==> src/rtl/microondas_pkg.sv <==
// Shared encodings for the microwave actuator scheduler: FSM state codes
// as seen on heat_state, and the power-level codes on sel_potencia.
package microondas_pkg;

    typedef enum logic [1:0] {
        ST_IDLE      = 2'd0,
        ST_RUN       = 2'd1,
        ST_INTERLOCK = 2'd2,
        ST_COOLDOWN  = 2'd3
    } heat_state_e;

    localparam logic [1:0] POT_LOW  = 2'd0;
    localparam logic [1:0] POT_MED  = 2'd1;
    localparam logic [1:0] POT_HIGH = 2'd2;

endpackage

==> src/rtl/tick_gen.sv <==
// Prescaler producing a one-cycle tick every TICK_DIV enabled cycles.
// clr restarts the count; with en low the count is held.
module tick_gen #(
    parameter int TICK_DIV = 100000000
) (
    input  logic clock,
    input  logic reset,
    input  logic en,
    input  logic clr,
    output logic tick
);

    localparam int CW = (TICK_DIV > 1) ? $clog2(TICK_DIV) : 1;
    localparam logic [CW-1:0] LAST = CW'(TICK_DIV - 1);

    logic [CW-1:0] count_q, count_d;

    assign tick = en & (count_q == LAST);

    always_comb begin
        count_d = count_q;
        if (clr) begin
            count_d = '0;
        end else if (tick) begin
            count_d = '0;
        end else if (en) begin
            count_d = count_q + CW'(1);
        end
    end

    always_ff @(posedge clock) begin
        if (reset) begin
            count_q <= '0;
        end else begin
            count_q <= count_d;
        end
    end

endmodule

==> src/rtl/magnetron_scheduler.sv <==
// Turns the controller's cooking level and power selection into magnetron,
// fan and lamp drives: slow duty window, door interlock and fan run-on.
module magnetron_scheduler
    import microondas_pkg::*;
#(
    parameter int TICK_DIV     = 100000000,
    parameter int WINDOW_SEC   = 10,
    parameter int LOW_ON       = 3,
    parameter int MED_ON       = 6,
    parameter int HIGH_ON      = 10,
    parameter int FAN_TAIL_SEC = 5
) (
    input  logic       clock,
    input  logic       reset,
    input  logic       run,
    input  logic       porta,
    input  logic [1:0] sel_potencia,
    output logic       magnetron_en,
    output logic       fan_en,
    output logic       lamp_en,
    output logic       sec_tick,
    output logic [1:0] heat_state
);

    localparam logic [3:0] LOW_D    = 4'(LOW_ON);
    localparam logic [3:0] MED_D    = 4'(MED_ON);
    localparam logic [3:0] HIGH_D   = 4'(HIGH_ON);
    localparam logic [3:0] WIN_LAST = 4'(WINDOW_SEC - 1);
    localparam int TW = (FAN_TAIL_SEC > 1) ? $clog2(FAN_TAIL_SEC + 1) : 1;
    localparam logic [TW-1:0] TAIL_LAST = TW'(FAN_TAIL_SEC - 1);

    function automatic logic [3:0] duty_of(input logic [1:0] sel);
        case (sel)
            POT_LOW: duty_of = LOW_D;
            POT_MED: duty_of = MED_D;
            default: duty_of = HIGH_D;
        endcase
    endfunction

    heat_state_e   state_q, state_d;
    logic [3:0]    win_q, win_d;
    logic [3:0]    duty_q, duty_d;
    logic [TW-1:0] tail_q, tail_d;
    logic          tick;
    logic          tick_en;
    logic          tick_clr;
    logic          fresh_run;
    logic          enter_cool;
    logic          win_wrap;

    // Time only advances in RUN while the door is shut, so a door-open cycle
    // costs no magnetron on-time within the window.
    assign tick_en = ((state_q == ST_RUN) & ~porta) | (state_q == ST_COOLDOWN);

    tick_gen #(
        .TICK_DIV(TICK_DIV)
    ) u_tick_gen (
        .clock(clock),
        .reset(reset),
        .en   (tick_en),
        .clr  (tick_clr),
        .tick (tick)
    );

    always_comb begin
        state_d = state_q;
        case (state_q)
            ST_IDLE: begin
                if (run & ~porta) state_d = ST_RUN;
            end
            ST_RUN: begin
                if (~run)       state_d = ST_COOLDOWN;
                else if (porta) state_d = ST_INTERLOCK;
            end
            ST_INTERLOCK: begin
                if (~run)        state_d = ST_COOLDOWN;
                else if (~porta) state_d = ST_RUN;
            end
            ST_COOLDOWN: begin
                if (run & ~porta)                  state_d = ST_RUN;
                else if (tick & (tail_q == TAIL_LAST)) state_d = ST_IDLE;
            end
            default: state_d = ST_IDLE;
        endcase
    end

    // Resuming from INTERLOCK is deliberately not a fresh start.
    assign fresh_run  = (state_d == ST_RUN) &
                        ((state_q == ST_IDLE) | (state_q == ST_COOLDOWN));
    assign enter_cool = (state_d == ST_COOLDOWN) & (state_q != ST_COOLDOWN);
    assign tick_clr   = fresh_run | enter_cool;
    assign win_wrap   = (state_q == ST_RUN) & tick & (win_q == WIN_LAST);

    always_comb begin
        win_d  = win_q;
        duty_d = duty_q;
        tail_d = tail_q;
        if (fresh_run) begin
            win_d  = '0;
            duty_d = duty_of(sel_potencia);
        end else if (win_wrap) begin
            win_d  = '0;
            duty_d = duty_of(sel_potencia);
        end else if ((state_q == ST_RUN) & tick) begin
            win_d = win_q + 4'd1;
        end
        if (enter_cool) begin
            tail_d = '0;
        end else if ((state_q == ST_COOLDOWN) & tick) begin
            tail_d = tail_q + TW'(1);
        end
    end

    always_ff @(posedge clock) begin
        if (reset) begin
            state_q <= ST_IDLE;
            win_q   <= '0;
            duty_q  <= HIGH_D;
            tail_q  <= '0;
        end else begin
            state_q <= state_d;
            win_q   <= win_d;
            duty_q  <= duty_d;
            tail_q  <= tail_d;
        end
    end

    // porta is gated combinationally so the magnetron drops the cycle the door opens.
    assign magnetron_en = (state_q == ST_RUN) & (win_q < duty_q) & ~porta;
    assign fan_en       = (state_q != ST_IDLE);
    assign lamp_en      = (porta & ~reset) | (state_q == ST_RUN) | (state_q == ST_INTERLOCK);
    assign sec_tick     = tick;
    assign heat_state   = state_q;

endmodule
==> config.mk <==
export PLATFORM = sky130hd
export DESIGN_NAME = magnetron_scheduler
export DESIGN_NICKNAME = d
export VERILOG_FILES = /design/src/rtl/microondas_pkg.sv /design/src/rtl/tick_gen.sv /design/src/rtl/magnetron_scheduler.sv
export SDC_FILE = /design/constraint.sdc
export NUM_CORES = 1
export LEC_CHECK = 0
export CORE_MARGIN = 4
export CORE_UTILIZATION = 30
export DETAILED_ROUTE_END_ITERATION = 10
export GPL_ROUTABILITY_DRIVEN = 0
export GPL_TIMING_DRIVEN = 0
export SLEW_MARGIN = 10
export SYNTH_ARGS = -nofsm -noshare
export SYNTH_HDL_FRONTEND = slang
export SYNTH_SLANG_ARGS = --single-unit
==> constraint.sdc <==
create_clock -name clock -period 3.2 [get_ports clock]
set_input_delay 0.32 -clock clock [delete_from_list [all_inputs] [get_ports clock]]
set_output_delay 0.32 -clock clock [all_outputs]
set_load 0.02 [all_outputs]
==> Yosys cells after proc, flatten, opt, wreduce, memory -nomap -nowiden <==
Cells that the tools add are included.
{ "word_totals": {"reg_bits": 40, "latch_bits": 0, "ramBits": 0, "mem_bits_ro": 0, "in_bits": 6, "wordCells": 56, "mem_count": 0} }
{ "op_classes": {"add_sub_neg": 3, "n_mul": 0, "n_div": 0, "magnitude_cmp": 1, "eq_ne": 10, "n_shift": 0, "muxes": 11, "bitwise": 19, "reduce_logical": 7} }
{ "ops": {"columns": ["operator", "n"], "rows": [
  ["27-bit by 1-bit adder with 27-bit output, second input constant", 1],
  ["27-bit == test, second input constant", 1],
  ["2-bit 2-to-1 mux", 7],
  ["1-bit bitwise AND", 12],
  ["4-bit 2-to-1 mux", 2],
  ["2-bit one-hot mux with 4 select lines", 1],
  ["4-bit one-hot mux with 2 select lines", 1],
  ["2-bit by 1-bit == test with 1-bit output, second input constant", 3],
  ["2-bit == test, second input constant", 3],
  ["3-bit OR reduction", 2],
  ["1-bit OR", 5],
  ["4-bit by 1-bit adder with 4-bit output, second input constant", 1],
  ["4-bit == test, second input constant", 1],
  ["2-bit zero test", 2],
  ["4-bit < comparator", 1],
  ["2-bit nonzero test", 2],
  ["3-bit by 1-bit adder with 3-bit output, second input constant", 1],
  ["3-bit == test, second input constant", 1],
  ["2-bit inequality test, second input constant", 1],
  ["1-bit inverter", 2],
  ["2-bit OR reduction", 1]
]} }

==> Depth between registers and ports, before layout <==
{ "logic_depth": {"depth_word": 12, "mapped_depth": 12} }

==> Modules after synthesis <==
A second synthesis with hierarchy kept.
{ "hier_totals": {"hier_cells": 248, "area_unflattened_um2": 2127.0} }
{ "modules_own_cells": {"columns": ["module", "instances", "cells_per_inst", "area_each_um2", "seq_area_each_um2"], "rows": [
  ["tick_gen", 1, 151, 1283.7, 540.5],
  ["magnetron_scheduler", 1, 97, 843.3, 240.2]
]} }

==> Worst setup path after synthesis <==
Ideal clock, no wire load.
{ "synth_path": {"path_type": "flip-flop to flip-flop", "from": "reg state_q[1], in the netlist heat_state[1]", "to": "reg u_tick_gen.count_q[16]", "arrival_time_ns": 2.775, "t_required_ns": 3.081, "path_slack_ns": 0.306, "stages_incl_launch_ff": 12, "path_buffers": 3, "period_less_slack_ns": 2.894, "cell_sequence": "dfxtp_1 > inv_1 > ha_1 > buf_2 > and2b_4 > o211ai_2 > nor4_1 > a31o_2 > a311o_1 > buf_6 > buf_12 > nor2_4"} }
{ "synth_via": {"elab_chain_cells": 12, "elab_cells_between_ends": 24, "cone_classes": "eq/ne: 6; mux: 8; bitwise: 8; reduce/logical: 2"} }
{ "synth_lines": {"columns": ["item", "line_no", "source"], "rows": [
  ["start: declaration", "magnetron_scheduler.sv:40", "heat_state_e state_q, state_d;"],
  ["start signal: assignment", "magnetron_scheduler.sv:121", "state_q <= state_d;"],
  ["2-bit by 1-bit == test with 1-bit output", "magnetron_scheduler.sv:53", "assign tick_en = ((state_q == ST_RUN) & ~porta) | (state_q == ST_COOLDOWN);"],
  ["1-bit bitwise AND", "magnetron_scheduler.sv:53", null],
  ["1-bit OR *", "magnetron_scheduler.sv:53", null],
  ["1-bit bitwise AND *", "tick_gen.sv:18", "assign tick = en & (count_q == LAST);"],
  ["via sec_tick", "magnetron_scheduler.sv:21", "output logic sec_tick,"],
  ["1-bit bitwise AND", "magnetron_scheduler.sv:81", "else if (tick & (tail_q == TAIL_LAST)) state_d = ST_IDLE;"],
  ["2-bit 2-to-1 mux", "magnetron_scheduler.sv:81", null],
  ["2-bit 2-to-1 mux", "magnetron_scheduler.sv:80", "if (run & ~porta) state_d = ST_RUN;"],
  ["2-bit one-hot mux with 4 select lines", "magnetron_scheduler.sv:67", "case (state_q)"],
  ["2-bit by 1-bit == test with 1-bit output or 2-bit == test (tied branches)", "magnetron_scheduler.sv:88, magnetron_scheduler.sv:90", null],
  ["1-bit bitwise AND (on tied branches)", "magnetron_scheduler.sv:88, magnetron_scheduler.sv:90", null],
  ["1-bit OR", "magnetron_scheduler.sv:91", "assign tick_clr = fresh_run | enter_cool;"],
  ["3-bit OR reduction (no source line) *", null, null],
  ["end signal: assignment", "tick_gen.sv:35", "count_q <= count_d;"],
  ["end: declaration", "tick_gen.sv:16", "logic [CW-1:0] count_q, count_d;"]
]} }
The timed path passes the listed nets; every way through them passes the cells marked *.
A chain may end at the register's enable or synchronous reset.

==> Worst setup path in the final report <==
{ "layout_path": {"from": "reg state_q[1], in the netlist heat_state[1]", "to": "out sec_tick"} }
{ "layout_via": {"elab_chain_cells": 4, "elab_cells_between_ends": 5, "cone_classes": "eq/ne: 2; bitwise: 3"} }
{ "layout_lines": {"columns": ["item", "line_no"], "rows": [
  ["2-bit by 1-bit == test with 1-bit output", "magnetron_scheduler.sv:53"],
  ["1-bit bitwise AND", "magnetron_scheduler.sv:53"],
  ["1-bit OR *", "magnetron_scheduler.sv:53"],
  ["1-bit bitwise AND *", "tick_gen.sv:18"],
  ["end: declaration", "magnetron_scheduler.sv:21"]
]} }
Mark *: on every way between the ends. The rest lies on a longest branch, timed or not.

==> results.yml <==
worst_setup_path:
  critical_path.top_delay_family: "buffers and inverters"
  cp-end-kind: "primary output"
  cp.arrival_ns: 2.70
  start_kind: "flop"
  cp_max_fo: 10
  crit_buf_inv: 3
  worstSetupPathType: "flop to primary output"
  crit_path_cell_trace: "inv_1 -> ha_1 -> buf_2 -> and2b_4 -> o211ai_2 -> nor4_2 -> clkdlybuf4s50_1"
  cpPeakStageDelay_ns: 0.68
  crit_required_ns: 2.88
  cpMaxStageDelayCell: "clkdlybuf4s50_1"
floorplanning:
  rows: 32
  dieWidth_um: 97.2
  dieHeight_um: 97.2
  dieArea_um2: 9450
  start_util: 0.309
  core_area_um2: 7730
  ioPinCount: 12
clock_network:
  cts_buffer_depth: 2
  worstSkewPairLatency_ns: 0.29
  cts_sinks: 39
  cts_root_buffer: "clkbuf_8"
  cts_tree: "done"
  path_clk_slew_ns: 0.08
  cts_setup_buffers: 0
  htreeDepth: 2
  cts_buffers: 5
cells_and_area:
  multi_input_area_um2: 1470
  layout.cells.non_filler: 387
  layout.nets: 303
  regArea_um2: 781
  fin_area_um2: 2720
  antenna_cells: 0
  drive_above_1_share: 0.144
  area_growth_pct: 13.9
  fillers: 800
sta:
  maxSlewHeadroom: 0.452
  min_period_over_period: 0.942
  finalCriticalPeriod_ns: 3.02
  tightest_slew_ns: 0.815
  totalNegativeSetupSlack_ns: 0
  setup_viol: 0
  fmax_mhz: 332
  rsz0062_at_grt: "false"
  report.final.slew_viol_count: 0
  clock_skew_ns: 0.0138
  hold_violations: 0
detailed_routing:
  via_per_inst: 4.84
  drt-total-wl_um: 4820
  postRouteAntennaNets: 0
  drt_iter0_markers: 74
  remaining_drc_errors: 0
  dr.pass1.iters: 4
  num_vias: 1873
  wl_per_cell_um: 12.5
synth:
  yosysWarnings: 0
  syn_inst: 267
  syn-num-nets: 285
  netlist_area_um2: 2390
  synth-seq-area-share: 0.327
  ys.flop_type: "dfxtp_1"
  synth-edff-count: 0
  synth_cell_types: 49
  ys_ff_latch: 39
  yosys.area.top_type: "dfxtp_1"
  async_reset_ff_frac: 0
  synth_area_leaders: "dfxtp_1 (33%), nor2_4 (9.4%), xor2_1 (7.7%), ha_1 (6.3%), nor2_1 (3.9%)"
  syn_area_per_cell_um2: 8.95
  synthDominantCellAreaShare: 0.327
  synth.most_common_cell: "dfxtp_1"
  synth_common_cells: "dfxtp_1 (39), nor2_1 (25), xor2_1 (21)"
global_route:
  grt_use_total: 0.107
  grt_util_met1: 0.141
  grt_start_max_net_pins: 12
  grt_overflow: 0
  grt_antenna_before_repair: 0
  grt_pass1_vias: 1768
  met2_usage: 0.171
  grt_pass1_wl_um: 8460
  use_met3: 0.0266
  grt_most_used_layer: "met2"
flow_run:
  maxCapViolations: 0
placement:
  hpwl_um: 3640
  dpl_cell_area_um2: 2630
  port-buffer-count: 11
  dp.cells: 380
power:
  leakagePower_nw: 0.938
  powerDensity_nw_per_um2: 351
  ir_worst_vdd_mv: 0.116
run_status:
  status: "completed"
min_path:
  hp-class: "flop to flop"
## cells by family (layout without fill, tap and decap cells)
logic type / count (synthesis) / in the layout / share of synthesized area
AO/OA/AOI/OAI: 36 / 36 / 0.105
XOR/XNOR: 30 / 30 / 0.110
AND/OR/NAND/NOR: 122 / 122 / 0.323
buffers and inverters: 25 / 43 / 0.0602
multiplexers: 2 / 2 / 0.00838
adder cells (fa/ha/maj): 13 / 13 / 0.0670
flip-flops: 39 / 39 / 0.327
## area by class of cell
| class | count | area share |
|---|---|---|
| Clock buffer | 6 | 0.0304 |
| Sequential cell | 39 | 0.287 |
| Tap cell | 102 | 0.0469 |
| Buffer | 7 | 0.0281 |
| Multi-Input combinational cell | 203 | 0.540 |
| Timing Repair Buffer | 11 | 0.0405 |
| Clock inverter | 1 | 0.00184 |
| Inverter | 18 | 0.0248 |
## worst min-delay path, cell delays in order (launching register included)
cell     delay, ns
dfxtp_1       0.33
nand2_1       0.06
a21oi_1       0.05
## sequential cells by signal (all words and copies together), names as in the netlist
| signal | cells |
|---|---|
| heat_state | 2 |
| tail_q | 3 |
| win_q | 4 |
| u_tick_gen.count_q | 27 |
| duty_q | 3 |
## path summary, 6_finish.rpt
path,cells past startpoint,from,to,slack [ns]
worst max-delay path,7,heat_state[1],sec_tick,0.18
worst min-delay path,2,u_tick_gen.count_q[1],u_tick_gen.count_q[1],0.48
worst max register to register,12,heat_state[1],u_tick_gen.count_q[8],0.34
worst min register to register,2,u_tick_gen.count_q[1],u_tick_gen.count_q[1],0.48
## power breakdown
group          switching, mW  internal (mW)
Combinational         0.0745         0.0497
Clock                  0.167          0.169
Sequential           0.00381          0.490
Total                  0.245          0.709
## metal layers
metal	wire length, um	part of all wire	up-vias
li1	-	-	968
met1	2370	0.49	864
met2	2200	0.46	34
met3	177	0.037	7
met4	65	0.013	0
met5	0	0	-
## metrics by stage
stage	power [mW]	hold WS, ns	util	setup slack [ns]
floorplan	0.595	0.427	-	0.306
global placement	0.629	0.462	0.340	0.301
detailed placement	0.630	0.473	0.340	0.317
CTS	0.968	0.484	0.351	0.0160
global route	0.998	0.508	0.352	0.00350
finish	0.954	0.483	0.352	0.184
## repair_timing
item,in CTS,in global routing
hold buffers,0,0
setup endpoints to repair,0,1
gates resized for setup,0,1
## layout by cell type, fill, tap and decap left out, drive strengths merged, types with 3 or more instances in the layout
cell,instances
inv,18
nor4,5
nor3,12
xor2,21
nand3,14
nand2,16
nand2b,3
o21ai,10
xnor2,9
nand4,10
a211oi,3
nor2,45
buf,6
a21oi,7
clkdlybuf4s50,11
ha,12
dfxtp,39
clkbuf,7
(Power assumes the default switching activity.)
